--- config.mk ---
export PLATFORM = sky130hd
export DESIGN_NAME = pipeline_hazard_ctrl
export DESIGN_NICKNAME = d
export VERILOG_FILES = /design/src/rtl/pipe_ctrl_pkg.sv /design/src/rtl/sat_counter.sv /design/src/rtl/pipeline_hazard_ctrl.sv
export SDC_FILE = /design/constraint.sdc
export NUM_CORES = 1
export LEC_CHECK = 0
export CAP_MARGIN = 20
export CORE_MARGIN = 2
export CORE_UTILIZATION = 42
export DETAILED_ROUTE_END_ITERATION = 6
export PLACE_DENSITY = 0.87
export SLEW_MARGIN = 30
export SYNTH_ARGS = -nofsm -noshare
export SYNTH_HDL_FRONTEND = slang
export SYNTH_SLANG_ARGS = --single-unit
--- constraint.sdc ---
create_clock -name clk -period 2.97 [get_ports clk]
set_input_delay 0.891 -clock clk [delete_from_list [all_inputs] [get_ports clk]]
set_output_delay 0.891 -clock clk [all_outputs]
set_load 0.05 [all_outputs]
--- src/rtl/pipe_ctrl_pkg.sv ---
// Shared definitions for the pipeline hazard/stall controller and the pipeline
// registers it steers: FSM states, drain depth and the NOP control encoding.
package pipe_ctrl_pkg;

    typedef enum logic [2:0] {
        RUN      = 3'd0,
        LD_STALL = 3'd1,
        MEM_WAIT = 3'd2,
        DRAIN    = 3'd3,
        HALTED   = 3'd4
    } ctrl_state_t;

    // Cycles from the halt decode until the pipeline is frozen, halt cycle included.
    localparam int DRAIN_DEPTH = 4;
    localparam int DRAIN_CNT_W = 2;
    localparam int BUBBLE_CNT_W = 2;

    typedef struct packed {
        logic       reg_write;
        logic       mem_to_reg;
        logic       mem_read;
        logic       mem_write;
        logic       branch;
        logic       jump;
        logic       alu_src;
        logic [1:0] alu_op;
    } pipe_ctrl_t;

    localparam pipe_ctrl_t CTRL_NOP = '0;

    function automatic logic load_use(input logic       producerIsLoad,
                                      input logic [4:0] producerReg,
                                      input logic [4:0] rs,
                                      input logic [4:0] rt,
                                      input logic       usesRt);
        return producerIsLoad && (producerReg != 5'd0) &&
               ((producerReg == rs) || (usesRt && (producerReg == rt)));
    endfunction

endpackage

--- src/rtl/sat_counter.sv ---
// Saturating up-counter with synchronous clear; holds at all-ones instead of wrapping.
module sat_counter #(
    parameter int CNT_W = 16
) (
    input  logic             clk_i,
    input  logic             clr_i,
    input  logic             inc_i,
    output logic [CNT_W-1:0] count_o
);

    logic [CNT_W-1:0] count_q;
    logic [CNT_W-1:0] count_d;

    always_comb begin
        count_d = count_q;
        if (inc_i && (count_q != {CNT_W{1'b1}})) begin
            count_d = count_q + 1'b1;
        end
    end

    always_ff @(posedge clk_i) begin
        if (clr_i) begin
            count_q <= '0;
        end else begin
            count_q <= count_d;
        end
    end

    assign count_o = count_q;

endmodule

--- src/rtl/pipeline_hazard_ctrl.sv ---
// Stall/flush sequencer for the 5-stage pipeline: load-use bubbles, branch/jump
// flushes, data-memory wait states and the halt drain, plus performance counters.
module pipeline_hazard_ctrl
    import pipe_ctrl_pkg::*;
#(
    parameter int LOAD_BUBBLES = 1,
    parameter int CNT_W        = 16
) (
    input  logic             clk,
    input  logic             Reset,
    input  logic [4:0]       id_rs,
    input  logic [4:0]       id_rt,
    input  logic             id_uses_rt,
    input  logic             ex_mem_read,
    input  logic [4:0]       ex_write_reg,
    input  logic             mem_mem_read,
    input  logic [4:0]       mem_write_reg,
    input  logic             jump_id,
    input  logic             branch_taken_ex,
    input  logic             mem_busy,
    input  logic             halt_req,
    output logic             pc_en,
    output logic             if_id_en,
    output logic             id_ex_en,
    output logic             ex_mem_en,
    output logic             mem_wb_en,
    output logic             if_id_flush,
    output logic             id_ex_flush,
    output logic             mem_wb_bubble,
    output logic             halted,
    output logic [CNT_W-1:0] stall_cycles,
    output logic [CNT_W-1:0] flush_events
);

    ctrl_state_t             state_q, state_d;
    logic [BUBBLE_CNT_W-1:0] bubbleCnt_q, bubbleCnt_d;
    logic [DRAIN_CNT_W-1:0]  drainCnt_q, drainCnt_d;

    logic luEx;
    logic luMem;
    logic luAny;
    logic runRules;
    logic stallInc;
    logic flushInc;

    assign luEx  = load_use(ex_mem_read, ex_write_reg, id_rs, id_rt, id_uses_rt);
    assign luMem = load_use(mem_mem_read, mem_write_reg, id_rs, id_rt, id_uses_rt);
    assign luAny = luEx || ((LOAD_BUBBLES == 2) && luMem);

    always_ff @(posedge clk) begin
        if (Reset) begin
            state_q     <= RUN;
            bubbleCnt_q <= '0;
            drainCnt_q  <= '0;
        end else begin
            state_q     <= state_d;
            bubbleCnt_q <= bubbleCnt_d;
            drainCnt_q  <= drainCnt_d;
        end
    end

    // MEM_WAIT hands its first non-busy cycle to the RUN priority chain, so
    // whatever was pending when memory stalled is acted on without loss.
    always_comb begin
        state_d       = state_q;
        bubbleCnt_d   = bubbleCnt_q;
        drainCnt_d    = drainCnt_q;
        pc_en         = 1'b1;
        if_id_en      = 1'b1;
        id_ex_en      = 1'b1;
        ex_mem_en     = 1'b1;
        mem_wb_en     = 1'b1;
        if_id_flush   = 1'b0;
        id_ex_flush   = 1'b0;
        mem_wb_bubble = 1'b0;
        halted        = 1'b0;
        stallInc      = 1'b0;
        flushInc      = 1'b0;
        runRules      = 1'b0;

        unique case (state_q)
            RUN: runRules = 1'b1;
            LD_STALL: begin
                if (mem_busy) begin
                    {pc_en, if_id_en, id_ex_en, ex_mem_en, mem_wb_en} = '0;
                    mem_wb_bubble = 1'b1;
                    stallInc      = 1'b1;
                    state_d       = MEM_WAIT;
                end else begin
                    pc_en       = 1'b0;
                    if_id_en    = 1'b0;
                    id_ex_flush = 1'b1;
                    stallInc    = 1'b1;
                    bubbleCnt_d = bubbleCnt_q - 1'b1;
                    if (bubbleCnt_q <= 2'd1) begin
                        state_d = RUN;
                    end
                end
            end
            MEM_WAIT: begin
                if (mem_busy) begin
                    {pc_en, if_id_en, id_ex_en, ex_mem_en, mem_wb_en} = '0;
                    mem_wb_bubble = 1'b1;
                    stallInc      = 1'b1;
                end else begin
                    runRules = 1'b1;
                end
            end
            DRAIN: begin
                if (mem_busy) begin
                    {pc_en, if_id_en, id_ex_en, ex_mem_en, mem_wb_en} = '0;
                    mem_wb_bubble = 1'b1;
                    stallInc      = 1'b1;
                end else begin
                    pc_en       = 1'b0;
                    if_id_flush = 1'b1;
                    drainCnt_d  = drainCnt_q - 1'b1;
                    if (drainCnt_q <= 2'd1) begin
                        state_d = HALTED;
                    end
                end
            end
            HALTED: begin
                {pc_en, if_id_en, id_ex_en, ex_mem_en, mem_wb_en} = '0;
                mem_wb_bubble = 1'b1;
                halted        = 1'b1;
            end
            default: state_d = RUN;
        endcase

        if (runRules) begin
            state_d = RUN;
            if (mem_busy) begin
                {pc_en, if_id_en, id_ex_en, ex_mem_en, mem_wb_en} = '0;
                mem_wb_bubble = 1'b1;
                stallInc      = 1'b1;
                state_d       = MEM_WAIT;
            end else if (branch_taken_ex) begin
                if_id_flush = 1'b1;
                id_ex_flush = 1'b1;
                flushInc    = 1'b1;
            end else if (luAny) begin
                pc_en       = 1'b0;
                if_id_en    = 1'b0;
                id_ex_flush = 1'b1;
                stallInc    = 1'b1;
                if ((LOAD_BUBBLES == 2) && luEx) begin
                    bubbleCnt_d = 2'd1;
                    state_d     = LD_STALL;
                end
            end else if (jump_id) begin
                if_id_flush = 1'b1;
                flushInc    = 1'b1;
            end else if (halt_req) begin
                if_id_flush = 1'b1;
                flushInc    = 1'b1;
                drainCnt_d  = DRAIN_CNT_W'(DRAIN_DEPTH - 1);
                state_d     = DRAIN;
            end
        end

        if (Reset) begin
            {pc_en, if_id_en, id_ex_en, ex_mem_en, mem_wb_en} = '1;
            if_id_flush   = 1'b0;
            id_ex_flush   = 1'b0;
            mem_wb_bubble = 1'b0;
            halted        = 1'b0;
            stallInc      = 1'b0;
            flushInc      = 1'b0;
        end
    end

    sat_counter #(.CNT_W(CNT_W)) u_stall_cnt (
        .clk_i   (clk),
        .clr_i   (Reset),
        .inc_i   (stallInc),
        .count_o (stall_cycles)
    );

    sat_counter #(.CNT_W(CNT_W)) u_flush_cnt (
        .clk_i   (clk),
        .clr_i   (Reset),
        .inc_i   (flushInc),
        .count_o (flush_events)
    );

endmodule

## Yosys cells after proc, flatten, opt, wreduce, memory -nomap -nowiden

Index checks and enable logic that the tools add are counted.

- Bits of input ports: 29
- Register bits: 39

- Reduce and logical (&&, ||, !) cells: 15
- Add/sub/neg operators: 4
- Bitwise gates (word level): 1
- Eq/ne operators: 12
- Magnitude comparators: 2
- Multiplexer cells: 71

Operators with widths:

| kind | count |
|---|---|
| $mux W1 | 46 |
| $add A16 B1 Y16 const B | 2 |
| $ne A16 B16 Y1 const B | 2 |
| $mux W2 | 13 |
| $mux W3 | 5 |
| $pmux W1 S2 | 6 |
| $eq A5 B5 Y1 | 2 |
| $pmux W3 S3 | 1 |
| $reduce_or A3 Y1 | 3 |
| $eq A3 B2 Y1 const B | 2 |
| $ne A3 B3 Y1 const B | 2 |
| $logic_and A1 B1 Y1 | 5 |
| $reduce_bool A5 Y1 | 1 |
| $le A2 B1 Y1 const B | 2 |
| $ne A4 B4 Y1 const B | 1 |
| $reduce_and A4 Y1 | 1 |
| $reduce_or A2 Y1 | 2 |
| $sub A2 B1 Y2 const B | 2 |
| $eq A3 B1 Y1 const B | 1 |
| $eq A3 B3 Y1 const B | 1 |
| $logic_not A3 Y1 | 1 |
| $ne A2 B1 Y1 const B | 1 |
| $reduce_and A2 Y1 | 1 |
| $logic_or A1 B1 Y1 | 1 |
| $not A1 Y1 | 1 |

## Logic depth before layout (Yosys ltp)

Gate-level depths: netlist of run 1.

- Depth in word-level cells: 10
- Mapped depth: 8

## Hierarchy

From an unflattened synthesis of run 1, not the netlist that was laid out.

- Cell total of the unflattened synthesis: 294
- Area, all modules: 2397.3 µm²

By module, submodules not included:

| module | seq. area each (µm²) | cells each | area each (µm²) | instances |
|---|---|---|---|---|
| sat_counter | 320.3 | 99 | 848.3 | 2 |
| pipeline_hazard_ctrl | 140.1 | 96 | 700.7 | 1 |

## Worst setup path before layout of run 1

Ideal clock, no wire load.

- Kind: input -> output
- Start: in ex_write_reg[1]
- End: out if_id_en
- Cell stages on the path: 6
- Buffers on the path: 0
- Data arrival time: 2393 ps
- Path slack: -314 ps
- Required time: 2079 ps
- Path through: xnor2_1 > nand4_1 > o22a_1 > or3_4 > o311ai_0 > nand2_1

- Cells in the longest elaborated chain, start to end: 9

Ends and longest elaborated chain:

| item | line | text |
|---|---|---|
| start, declared | pipeline_hazard_ctrl.sv:15 | `input logic [4:0] ex_write_reg,` |
| $eq A5 B5 Y1 | pipe_ctrl_pkg.sv:37 | `((producerReg == rs) \|\| (usesRt && (producerReg == rt)));` |
| $logic_and A1 B1 Y1 | pipe_ctrl_pkg.sv:37 |  |
| $logic_or A1 B1 Y1 | pipe_ctrl_pkg.sv:37 |  |
| $logic_and A1 B1 Y1 * | pipe_ctrl_pkg.sv:36 | `return producerIsLoad && (producerReg != 5'd0) &&` |
| $mux W1 * | pipeline_hazard_ctrl.sv:142 | `end else if (luAny) begin` |
| $mux W1 * | pipeline_hazard_ctrl.sv:138 | `end else if (branch_taken_ex) begin` |
| $mux W1 * | pipeline_hazard_ctrl.sv:133 | `if (mem_busy) begin` |
| $mux W1 * | pipeline_hazard_ctrl.sv:131 | `if (runRules) begin` |
| $mux W1 * | pipeline_hazard_ctrl.sv:162 | `if (Reset) begin` |
| end, declared | pipeline_hazard_ctrl.sv:23 | `output logic if_id_en,` |

Every way passes the cells marked *; elsewhere a longest branch is shown, timed or not.

## Worst setup path in the final report of run 1

- Start: in ex_write_reg[4]
- End: out if_id_flush

- Cells in the longest elaborated chain, start to end: 9

Ends and longest elaborated chain:

| item | line | text |
|---|---|---|
| $eq A5 B5 Y1 | pipe_ctrl_pkg.sv:37 |  |
| $logic_and A1 B1 Y1 | pipe_ctrl_pkg.sv:37 |  |
| $logic_or A1 B1 Y1 | pipe_ctrl_pkg.sv:37 |  |
| $logic_and A1 B1 Y1 * | pipe_ctrl_pkg.sv:36 |  |
| $mux W1 * | pipeline_hazard_ctrl.sv:142 |  |
| $mux W1 * | pipeline_hazard_ctrl.sv:138 |  |
| $mux W1 * | pipeline_hazard_ctrl.sv:133 |  |
| $mux W1 * | pipeline_hazard_ctrl.sv:131 |  |
| $mux W1 * | pipeline_hazard_ctrl.sv:162 |  |
| end, declared | pipeline_hazard_ctrl.sv:27 | `output logic if_id_flush,` |

Marked as above.

==> results.sh, run 1 <==
export IMPL_leakagePower_nw=1.27
export IMPL_insertion_delay_ps=300
export IMPL_cts_hold_buf=0
export IMPL_area_growth_pct=53.5
export IMPL_criticalPathCategory="primary input to output port"
export IMPL_period_share_pct=112
export IMPL_synth_edff_count=0
export IMPL_ys_seq_area_share_pct=34.3
export IMPL_synth_cells=278
export IMPL_start_util_pct=44.0
export IMPL_dr_total_vias=2390
export IMPL_grt_usage_pct=21.1
export IMPL_n_antenna_cell=0
export IMPL_max_freq_ghz=0.300
export IMPL_coreArea_um2=5170
export IMPL_wl_met2_mm=3.21
export IMPL_slew_violations=0
export IMPL_drc=0
export IMPL_yosys_top_cells_area="dfxtp_1 34%, xnor2_1 11%, nor2_1 6.1%"
export IMPL_antenna_found_initial=0
export IMPL_worst_slack_ps=-358
export IMPL_clockBufferDepth=2
export IMPL_numClockSinks=39
export IMPL_grt_max_degree=32
export IMPL_p_per_area_nw_per_um2=403
export IMPL_grt_pass1_vias=2367
export IMPL_tightest_slew_ps=690
export IMPL_dieArea_um2=6030
export IMPL_min_period_ps=3330
export IMPL_cts_htree_levels=2
export IMPL_failed_checks="negative setup slack"
export IMPL_yosysMostFrequentCell="dfxtp_1"
export IMPL_grt_ovfl_total=0
export IMPL_cts_buffers=5
export IMPL_yosysWarnings=0
export IMPL_async_reset_ff_share_pct=0
export IMPL_cts_tree="done"
export IMPL_syn_nets=311
export IMPL_min_delay_path_class="flip-flop to flip-flop"
export IMPL_dp_hpwl_mm=4.45
export IMPL_clockRootBuffer="clkbuf_8"
export IMPL_start_kind="primary input"
export IMPL_crit_fanout=3
export IMPL_finalSetupViolCount=4
export IMPL_maxSlewHeadroom_pct=53.6
export IMPL_ys_seq_elements=39
export IMPL_cts_reportedPaths_clkPinSlew_ps=80
export IMPL_tns_ps=-1210
export IMPL_dr_pass1_iters=4
export IMPL_synth_common_cells="39 x dfxtp_1, 37 x nor2_1, 29 x xnor2_1, 22 x nand2_1, 15 x nand3_1"
export IMPL_maxCapViolations=0
export IMPL_final_core_util_pct=67.6
export IMPL_dp_slack_ps=-827
export IMPL_synth_area_um2=2280
export IMPL_drive_above_1_share_pct=25.9
export IMPL_io_buffers=63
export IMPL_die_h_um=77.6
export IMPL_die_x_um=77.6
export IMPL_grt_pass1_wl_mm=10.4
export IMPL_ys_types=51
export IMPL_drt_initial_drc_count=152
export IMPL_finalHoldViolations=0
export IMPL_synth_top_cell_area_share_pct=34.3
export IMPL_wl_met1_mm=2.51
export IMPL_wl_per_cell_um=14.2
export IMPL_crit_arrival_ps=2440
export IMPL_via_per_inst=5.42
export IMPL_antenna_left=0
export IMPL_vdd_drop_max_mv=0.253
export IMPL_top_layer="met4"
export IMPL_num_rows=26
export IMPL_yosysTopAreaCell="dfxtp_1"
export IMPL_avgSynthCellArea_um2=8.19
export IMPL_rsz0062_at_grt="yes"
export IMPL_status="finished, violations left"
export IMPL_required_ps=2080
export IMPL_dr_wl_met3_um=343
export IMPL_synth_ff_type="dfxtp_1"
export IMPL_routabilityCongestion=0.877
export IMPL_clock_skew_ps=7.25
export IMPL_ios=70
export IMPL_num_nets_final=403
export IMPL_crit_path_end_kind="output port"
export IMPL_wirelength_mm=6.25
export IMPL_fillers=377
cell usage in the layout (no fill, tap or decap), drive strengths merged, types with 10 or more instances in the layout:
master / n
a21oi: 15
buf: 57
clkdlybuf4s50: 35
dfxtp: 39
nand2: 23
nand3: 15
nor2: 37
nor3: 16
nor4: 10
xnor2: 29
worst max-delay path, cell delays in order:
cell and delay [ps]:
buf_6 110, xnor2_2 130, nand4_1 140, o22a_1 240, or3_4 380, buf_4 160
a22o_4 240, buf_8 150
state kept, by name, summed over array words and instances (netlist names):
| name | count |
|---|---|
| drainCnt_q | 2 |
| u_flush_cnt.count_o | 16 |
| u_stall_cnt.count_o | 16 |
| state_q | 3 |
| bubbleCnt_q | 2 |
area by class of cell:
class,instances,area (µm²),share of cell area [%]
Multi-Input combinational cell,219,1520,43.5
Timing Repair Buffer,96,960,27.5
Sequential cell,39,781,22.3
Tap cell,70,87.6,2.51
Clock buffer,5,68.8,1.97
Clock inverter,3,43.8,1.25
Inverter,9,33.8,0.966
through the flow:
step | cells | cell area, µm² | total power, W | hold slack [ps]
3_3_place_gp | 424 | 3240 | 0.000923 | 483
6_report | 441 | 3500 | 0.00141 | 503
2_1_floorplan | 278 | 2340 | 0.000789 | 491
4_1_cts | 439 | 3460 | 0.00140 | 500
3_5_place_dp | 424 | 3240 | 0.000932 | 489
5_1_grt | 441 | 3500 | 0.00147 | 543
kinds of logic (layout without fill, tap and decap cells):
logic type	Yosys count	in the layout	synth area share, %
adder cells (fa/ha/maj)	4	4	2.20
buffers and inverters	20	113	4.40
AO/OA/AOI/OAI	44	44	13.2
AND/OR/NAND/NOR	135	135	31.9
flip-flops	39	39	34.3
multiplexers	4	4	1.76
XOR/XNOR	32	32	12.3
power by group:
part | switching [W] | internal (W)
Combinational | 0.000201 | 0.000186
Clock | 0.000202 | 0.000250
Sequential | 0.0000281 | 0.000539
Total | 0.000432 | 0.000976
worst paths after layout:
check                                            from                                    to  slack (ps)  cells past startpoint
setup / recovery                      ex_write_reg[4]                           if_id_flush        -360                      8
hold / removal    u_flush_cnt.count_o[9]$_SDFFE_PP0P_   u_flush_cnt.count_o[9]$_SDFFE_PP0P_         500                      2
setup reg to reg  u_stall_cnt.count_o[4]$_SDFFE_PP0P_  u_stall_cnt.count_o[13]$_SDFFE_PP0P_         790                      7
hold reg to reg   u_flush_cnt.count_o[9]$_SDFFE_PP0P_   u_flush_cnt.count_o[9]$_SDFFE_PP0P_         500                      2
timing repair:
item | 4_1_cts | 5_1_grt
setup endpoints to repair | 7 | 9
cloned | 0 | 1
buffers inserted | 7 | 1
resized for setup | 87 | 5
pin swaps | 19 | 6
per-layer routing:
layer  up-vias  track usage (%)
met3        22             5.00
met1      1110             22.9
met2        82             38.6
met5         -                0
met4         0             9.11
li1       1176                -
(Power assumes the default switching activity.)
==> inputs of run 2 (changes only) <==
--- a/config.mk
+++ b/config.mk
@@ -9,6 +9,7 @@
 export CORE_MARGIN = 2
 export CORE_UTILIZATION = 42
 export DETAILED_ROUTE_END_ITERATION = 6
+export MAX_ROUTING_LAYER = met4
 export PLACE_DENSITY = 0.87
 export SLEW_MARGIN = 30
 export SYNTH_ARGS = -nofsm -noshare
==> run 2 against run 1 <==
Net effect: hold slack worse by 4.8 ps; critical path depth stayed put; clock power hardly changed; sequential power hardly changed; final cell count is 0.68% higher; combinational power is 5.4% higher; wire length is 5.4% higher; via count is 1.4% higher; the flow still finishes with violations (negative setup slack); clock skew hardly changed; setup slack worse by 8.0 ps.
==> results.sh, run 2 (synthesis gave the netlist of run 1 again) <==
export IMPL_start_kind="primary input"
export IMPL_io_buffers=63
export IMPL_drive_above_1_share_pct=27.5
export IMPL_cts_htree_levels=2
export IMPL_placed_area_um2=3240
export IMPL_drt_initial_drc_count=151
export IMPL_grt_pass1_vias=2424
export IMPL_period_share_pct=112
export IMPL_crit_path_end_kind="output port"
export IMPL_maxSlewHeadroom_pct=54.0
export IMPL_fin_cells=444
export IMPL_crit_path_max_incr_delay_ps=370
export IMPL_area_growth_pct=58.1
export IMPL_grt_pass1_wl_mm=10.7
export IMPL_fillers=375
export IMPL_max_freq_ghz=0.300
export IMPL_dp_hpwl_mm=4.47
export IMPL_antenna_found_initial=0
export IMPL_clock_skew_ps=7.11
export IMPL_start_util_pct=44.0
export IMPL_wl_per_cell_um=14.8
export IMPL_min_delay_path_class="flip-flop to flip-flop"
export IMPL_num_rows=26
export IMPL_reg2reg_slack_ps=790
export IMPL_finalSetupViolCount=4
export IMPL_criticalPathCategory="primary input to output port"
export IMPL_tightest_slew_ps=684
export IMPL_clockRootBuffer="clkbuf_8"
export IMPL_ios=70
export IMPL_finalHoldViolations=0
export IMPL_cts_buffers=5
export IMPL_routabilityCongestion=0.893
export IMPL_maxCapViolations=0
export IMPL_grt_usage_pct=22.1
export IMPL_vdd_drop_max_mv=0.308
export IMPL_multiInputGateArea_um2=1580
export IMPL_crit_arrival_ps=2450
export IMPL_num_nets_final=406
export IMPL_dr_total_vias=2423
export IMPL_final_core_util_pct=69.6
export IMPL_drc=0
export IMPL_path_buf_inv=3
export IMPL_cts_reportedPaths_clkPinSlew_ps=70
export IMPL_finalInstanceArea_um2=3600
export IMPL_failed_checks="negative setup slack"
export IMPL_dieArea_um2=6030
export IMPL_grt_max_degree=31
export IMPL_clockBufferDepth=2
export IMPL_wirelength_mm=6.59
export IMPL_antenna_left=0
export IMPL_die_h_um=77.6
export IMPL_n_antenna_cell=0
export IMPL_status="finished, violations left"
export IMPL_min_period_ps=3340
export IMPL_crit_slowest_cell="or3_4"
export IMPL_coreArea_um2=5170
export IMPL_leakagePower_nw=1.32
export IMPL_dp_slack_ps=-809
export IMPL_insertion_delay_ps=300
export IMPL_p_per_area_nw_per_um2=397
export IMPL_rsz0062_at_grt="yes"
export IMPL_cpMostUsedCell="buf_8"
export IMPL_mostFrequentLayoutCell="dfxtp_1"
export IMPL_register_area_um2=781
export IMPL_final_cell_mix="39 x dfxtp_1, 36 x nor2_1, 35 x clkdlybuf4s50_1"
export IMPL_path_delay_family="simple AND/OR/NAND/NOR gates"
export IMPL_die_x_um=77.6
export IMPL_slew_violations=0
export IMPL_grt_ovfl_total=0
export IMPL_place_inst=424
export IMPL_dr_pass1_iters=4
export IMPL_crit_path_cell_trace="buf_8, xnor2_4, nand4_1, o22a_1, or3_4, buf_4, a22o_4, buf_8"
export IMPL_numClockSinks=39
export IMPL_required_ps=2080
export IMPL_cts_tree="done"
export IMPL_worst_slack_ps=-366
export IMPL_crit_fanout=3
export IMPL_via_per_inst=5.46
export IMPL_tns_ps=-1300
-- run 2: cell types whose count changed in the layout (fill, tap and decap cells not counted), moves of 2 or more --
cell / previous run / this run
buf_2: 5 / 3
buf_4: 30 / 34
nand2b_4: 0 / 2
xnor2_4: 0 / 2
nand2b_1: 4 / 2
-- run 2: area by class of cell --
| cell class | count | share of cell area (%) |
|---|---|---|
| clock buffer | 5 | 1.91 |
| clock inverter | 3 | 1.22 |
| inverter | 9 | 0.938 |
| multi-input combinational | 219 | 43.9 |
| sequential | 39 | 21.7 |
| tap | 70 | 2.43 |
| timing repair buffer | 99 | 27.9 |
-- run 2: what timing repair did --
action / in CTS / in global routing
endpoints found under the setup margin: 7 / 8
pin swaps: 20 / 10
buffers inserted: 6 / 6
resized for setup: 88 / 16
hold buffers: 0 / 0
-- run 2: tightest hold or removal path: cells and delay by family (launching register included) --
kind            cells  cell delay, ps
flops               1             330
compound gates      2             120
-- run 2: metrics by stage --
step | hold slack [ps] | power [W]
after global placement | 481 | 0.000922
after CTS | 498 | 0.00139
after detailed placement | 488 | 0.000932
after floorplan | 491 | 0.000789
after global routing | 541 | 0.00148
final | 498 | 0.00143
-- run 2: path summary, 6_finish.rpt --
| path | endpoint | start | depth (start not counted) |
|---|---|---|---|
| max | if_id_flush | id_rt[4] | 8 |
| min | u_flush_cnt.count_o[9]$_SDFFE_PP0P_ | u_flush_cnt.count_o[9]$_SDFFE_PP0P_ | 2 |
| max reg2reg | u_stall_cnt.count_o[13]$_SDFFE_PP0P_ | u_stall_cnt.count_o[4]$_SDFFE_PP0P_ | 7 |
| min reg2reg | u_flush_cnt.count_o[9]$_SDFFE_PP0P_ | u_flush_cnt.count_o[9]$_SDFFE_PP0P_ | 2 |
-- run 2: power breakdown --
| part | total [W] | internal [W] | switching (W) | leakage, nW |
|---|---|---|---|---|
| clock | 0.000451 | 0.000250 | 0.000201 | 0.0581 |
| combinational | 0.000409 | 0.000198 | 0.000210 | 0.942 |
| sequential | 0.000567 | 0.000539 | 0.0000279 | 0.315 |
| total | 0.00143 | 0.000988 | 0.000439 | 1.32 |
-- run 2: routing by layer --
metal	routed length [µm]	track usage, %	vias up
met3	310	3.49	16
met5	0	-	-
li1	-	-	1176
met2	3510	40.3	76
met4	153	7.86	0
met1	2610	24.1	1155
